### config.mk
export PLATFORM = sky130hd
export DESIGN_NAME = fwd_hazard_unit
export DESIGN_NICKNAME = d
export VERILOG_FILES = /design/src/rtl/fwd_hazard_unit.sv
export SDC_FILE = /design/constraint.sdc
export NUM_CORES = 1
export LEC_CHECK = 0
export CORE_AREA = 2 2 145 147
export CTS_BUF_LIST = sky130_fd_sc_hd__clkbuf_16
export DETAILED_ROUTE_END_ITERATION = 16
export DIE_AREA = 0 0 147 149
export PLACE_DENSITY = 0.67
export SETUP_SLACK_MARGIN = 0.2
export SLEW_MARGIN = 5
export SYNTH_ARGS = -nofsm -noshare
export SYNTH_HDL_FRONTEND = slang
export SYNTH_SLANG_ARGS = --single-unit
### constraint.sdc
create_clock -name clk -period 3.64 [get_ports clk]
set_input_delay 0.728 -clock clk [delete_from_list [all_inputs] [get_ports clk]]
set_output_delay 0.728 -clock clk [all_outputs]
set_load 0.05 [all_outputs]
### src/rtl/fwd_hazard_unit.sv
`default_nettype none
// ============================================================================
//  Module   : fwd_hazard_unit
//  Purpose  : Operand forwarding and load-use stall detection. Tracks
//             in-flight register writes (two ports per instruction) from
//             Execute down through NSTAGE later slots. Each Execute source
//             takes the youngest ready match or the register file value.
//  Revision : 1.0 - initial release
// ============================================================================
module fwd_hazard_unit #(
  parameter int DW       = 32,
  parameter int AW       = 4,
  parameter int NSRC     = 3,
  parameter int NSTAGE   = 2,
  parameter int LOAD_RDY = 2,
  parameter int PC_REG   = 15,
  localparam int SELW    = $clog2(2*NSTAGE+1)
) (
  input  logic                     clk,
  input  logic                     reset,
  input  logic                     e_valid,
  input  logic [1:0]               e_we,
  input  logic [2*AW-1:0]          e_wa,
  input  logic                     e_is_load,
  input  logic                     flush_e,
  input  logic                     stall_e,
  input  logic [NSRC-1:0]          e_src_valid,
  input  logic [NSRC*AW-1:0]       e_src_addr,
  input  logic [NSRC*DW-1:0]       e_rd,
  input  logic [NSTAGE*2*DW-1:0]   stg_wd,
  input  logic [NSRC-1:0]          d_src_valid,
  input  logic [NSRC*AW-1:0]       d_src_addr,
  output logic [NSRC*SELW-1:0]     fwd_sel,
  output logic [NSRC*DW-1:0]       e_opnd,
  output logic                     ld_stall
);

  localparam logic [AW-1:0] C_PC_ADDR = AW'(PC_REG);

  // Slot descriptors; array index i holds slot k = i+1 (0 = Memory).
  logic [NSTAGE-1:0]              slot_valid_q, slot_valid_d;
  logic [NSTAGE-1:0][1:0]         slot_we_q,    slot_we_d;
  logic [NSTAGE-1:0][2*AW-1:0]    slot_wa_q,    slot_wa_d;
  logic [NSTAGE-1:0]              slot_ld_q,    slot_ld_d;

  logic                           scan_done;
  logic [SELW-1:0]                sel_code;
  logic [AW-1:0]                  src_a;

  // Next slot contents: Execute enters slot 1 unless killed or held, older slots shift down.
  always_comb begin
    slot_valid_d    = slot_valid_q;
    slot_we_d       = slot_we_q;
    slot_wa_d       = slot_wa_q;
    slot_ld_d       = slot_ld_q;
    slot_valid_d[0] = e_valid & ~flush_e & ~stall_e;
    slot_we_d[0]    = e_we;
    slot_wa_d[0]    = e_wa;
    slot_ld_d[0]    = e_is_load;
    for (int i = 1; i < NSTAGE; i++) begin
      slot_valid_d[i] = slot_valid_q[i-1];
      slot_we_d[i]    = slot_we_q[i-1];
      slot_wa_d[i]    = slot_wa_q[i-1];
      slot_ld_d[i]    = slot_ld_q[i-1];
    end
  end

  // Slot register; reset empties the pipe immediately.
  always_ff @(posedge clk or negedge reset) begin
    if (!reset) begin
      slot_valid_q <= '0;
      slot_we_q    <= '0;
      slot_wa_q    <= '0;
      slot_ld_q    <= '0;
    end else begin
      slot_valid_q <= slot_valid_d;
      slot_we_q    <= slot_we_d;
      slot_wa_q    <= slot_wa_d;
      slot_ld_q    <= slot_ld_d;
    end
  end

  // Per-source youngest-first scan; a not-ready load hit ends the scan with code 0.
  always_comb begin
    fwd_sel   = '0;
    e_opnd    = e_rd;
    scan_done = 1'b0;
    sel_code  = '0;
    src_a     = '0;
    for (int s = 0; s < NSRC; s++) begin
      scan_done = 1'b0;
      sel_code  = '0;
      src_a     = e_src_addr[s*AW +: AW];
      for (int i = 0; i < NSTAGE; i++) begin
        for (int p = 0; p < 2; p++) begin
          if (!scan_done && slot_valid_q[i] && slot_we_q[i][p] && e_src_valid[s] &&
              (slot_wa_q[i][p*AW +: AW] == src_a) && (src_a != C_PC_ADDR)) begin
            scan_done = 1'b1;
            if (!((p == 0) && slot_ld_q[i] && ((i + 1) < LOAD_RDY)))
              sel_code = SELW'(1 + i*2 + p);
          end
        end
      end
      fwd_sel[s*SELW +: SELW] = sel_code;
      for (int c = 1; c <= 2*NSTAGE; c++) begin
        if (sel_code == SELW'(c))
          e_opnd[s*DW +: DW] = stg_wd[(c-1)*DW +: DW];
      end
    end
  end

  // Load-use stall: a Decode source would meet load data before it is forwardable.
  always_comb begin
    ld_stall = 1'b0;
    for (int s = 0; s < NSRC; s++) begin
      if (d_src_valid[s] && (d_src_addr[s*AW +: AW] != C_PC_ADDR)) begin
        if ((LOAD_RDY > 1) && e_valid && !flush_e && e_is_load && e_we[0] &&
            (e_wa[AW-1:0] == d_src_addr[s*AW +: AW]))
          ld_stall = 1'b1;
        for (int i = 0; i < NSTAGE; i++) begin
          if (slot_valid_q[i] && slot_ld_q[i] && slot_we_q[i][0] &&
              (slot_wa_q[i][AW-1:0] == d_src_addr[s*AW +: AW]) && ((i + 2) < LOAD_RDY))
            ld_stall = 1'b1;
        end
      end
    end
  end

endmodule
`default_nettype wire

==> qor.csv <==
metric,value,unit
IO Pins,376,
"Slew Viols, Final",0,
crit path DAT,2760,ps
floorplan core area,0.0206,mm²
die width,147,µm
worst hold slack,380,ps
Pleak,0.00525,µW
vias per cell,6.18,
Yosys reg bits,23,
die area,0.0219,mm²
DRT Pass-1 Iters,5,
global-route wire length before repair,59300,µm
Most common cell on crit path,buf_6,
"Net Count, Synth",1147,
Area contributors post-synth,"dfrtp_1 9.6%, a22o_1 9.4%, o22a_1 4.7%, xnor2_1 4.7%, nor2_1 4.5%",
initial antenna violation count,4,
top-count cell post-synth,nor2_1,
Max rail drop VDD,0.235,mV
CTS tree,built,
final setup TNS,0,ps
dpl ws,-439,ps
fillcell total,1663,
element type at the critical path end,output pin,
DR WL/cell,25.9,µm
die height,149,µm
Slew HR,35.2,%
clk sinks,23,
synthesized area,0.00597,mm²
Final ANT Viol Nets,0,
"EDFF count, synth",0,
final setup vio count,0,
Util after Layout,65.4,%
CP max stage delay,330,ps
Mapped Cells,877,
GP Congestion,0.942,
DR top layer,met4,
Final Critical Period,3490,ps
row count,53,
Root Driver,clkbuf_16,
Post-synth top flop,dfrtp_1,
DRC viols,0,
Async SR Flop Fraction,100,%
worst-path fanout max,8,
data required time of the worst path,2910,ps
HPWL Detailed,28600,µm
DR WL met3,4340,µm
min-delay worst type,register to register,
RSZ-0062 raised after global routing,yes,
sequential area share after synthesis,9.64,%
Slew @ Worst Pin,970,ps
IO buf count,375,
H-tree depth,1,
Initial Util,29.1,%
post-synth top area cell,dfrtp_1,
final wirelength,41400,µm
status,finished clean,
drt initial violations,831,
Total Power,1800,µW
share of layout cells above drive strength 1,32.8,%
final count of hold timing violations,0,
CP Class,primary input to output pin,
Commonest cells post-synth,"72 x nor2_1, 67 x nand2_1, 64 x a22o_1",
vias in the first global route,9682,
Final Cycle Share,95.8,%
CTS Hold Bufs,0,
Clock Path Buffers,2,
Power Density,134,mW/mm²
max-cap violation count,0,
Skew-Pair Late Insertion Delay,250,ps
NumNets Final,1591,
DRT met1 WL,14700,µm
Synth cell types,54,
largest net degree at the start of global routing,34,
Syn. warnings,0,
clock slew at reported path FFs,60,ps
Mean Syn Cell Area,6.81,µm²
GRT Util Overall,34.7,%
critical-path cell list,buf_6 > buf_6 > xor2_1 > nor3_2 > nand3_2 > buf_6 > and4_4 > buf_6 > buf_4 > o31ai_2 > buf_12,
vias,9884,
setup ws final,151,ps
overflow left after global routing,0,
Worst Skew,1.42,ps
slowest library cell on the worst path,o31ai_2,
crit start category,primary input,
cts bufs inserted,3,
met2 WL post-DR,19200,µm
post-synth top area share,9.64,%
Fmax,287,MHz
P&R area growth vs syn,125,%
state kept, by name, summed over array words and instances, names as in the netlist:
signal        cells
slot_wa_d         8
slot_wa_q         8
slot_we_d         2
slot_we_q         2
slot_valid_q      2
slot_ld_q         1
cell type report:
cell class | count | area, µm² | share of cell area, %
Multi-Input combinational cell | 714 | 5960 | 44.3
Clock buffer | 3 | 75.1 | 0.559
Clock inverter | 1 | 7.51 | 0.0559
Tap cell | 275 | 344 | 2.56
Antenna cell | 4 | 10.0 | 0.0745
Inverter | 37 | 139 | 1.03
Sequential cell | 23 | 576 | 4.28
Timing Repair Buffer | 542 | 6330 | 47.1
worst paths after layout:
kind	start	end	slack (ps)	depth (start not counted)
worst min-delay path	slot_we_d[3]$_DFF_PN0_	slot_we_q[3]$_DFF_PN0_	380	0
worst max register to register	slot_wa_d[8]$_DFF_PN0_	slot_wa_q[8]$_DFF_PN0_	2950	0
worst min register to register	slot_we_d[3]$_DFF_PN0_	slot_we_q[3]$_DFF_PN0_	380	0
max in group asynchronous	reset	slot_valid_q[0]$_DFF_PN0_	2030	1
worst max-delay path	e_src_addr[3]	e_opnd[6]	150	11
min in group asynchronous	reset	slot_wa_d[13]$_DFF_PN0_	1020	1
critical path, delay by kind of cell:
| kind | cells | cell delay [ps] |
|---|---|---|
| AOI/OAI and AO/OA | 1 | 330 |
| buffers and inverters | 6 | 880 |
| xor gates and xnor gates | 1 | 140 |
| and+or+nand+nor | 3 | 670 |
metrics by stage:
step / cell area [µm²] / std cells
after floorplan: 6140 / 877
after global placement: 11600 / 1541
after detailed placement: 11600 / 1541
after CTS: 13000 / 1582
after global routing: 13400 / 1599
final: 13400 / 1599
placed cells by master, fill, tap and decap left out, types with 27 or more instances in the layout:
| master | instances |
|---|---|
| clkdlybuf4s50_1 | 254 |
| buf_4 | 129 |
| buf_12 | 98 |
| nor2_1 | 69 |
| nand2_1 | 66 |
| a22o_1 | 61 |
| nand3_1 | 49 |
| inv_1 | 37 |
| o21ai_0 | 36 |
| o211ai_1 | 33 |
| a21o_1 | 33 |
| buf_6 | 33 |
| a21oi_1 | 32 |
| o22a_1 | 32 |
| nor2b_1 | 31 |
| o22ai_1 | 29 |
| xnor2_1 | 27 |
power breakdown:
group,internal [µW],switching [µW]
sequential,268,24.9
clock,148,78.2
combinational,664,620
total,1080,723
logic make-up after synthesis:
logic type	share of synthesized area [%]
AOI/OAI and AO/OA	48.6
and+or+nand+nor	21.6
buffers and inverters	10.4
xor gates and xnor gates	8.21
DFF	9.64
muxes	1.51
repair_timing:
item | CTS | global route
pin swaps | 48 | 36
endpoints found under the hold margin | 0 | 0
endpoints found under the setup margin | 105 | 94
gates resized for setup | 217 | 44
buffers inserted | 26 | 8
gates cloned | 11 | 5
routing by layer:
metal | GRT usage (%) | up-vias
li1 | - | 4234
met1 | 42.3 | 4647
met2 | 58.2 | 783
met3 | 5.87 | 220
met4 | 19.8 | 0
met5 | 0 | -
Power figures use the tool's default switching activity.
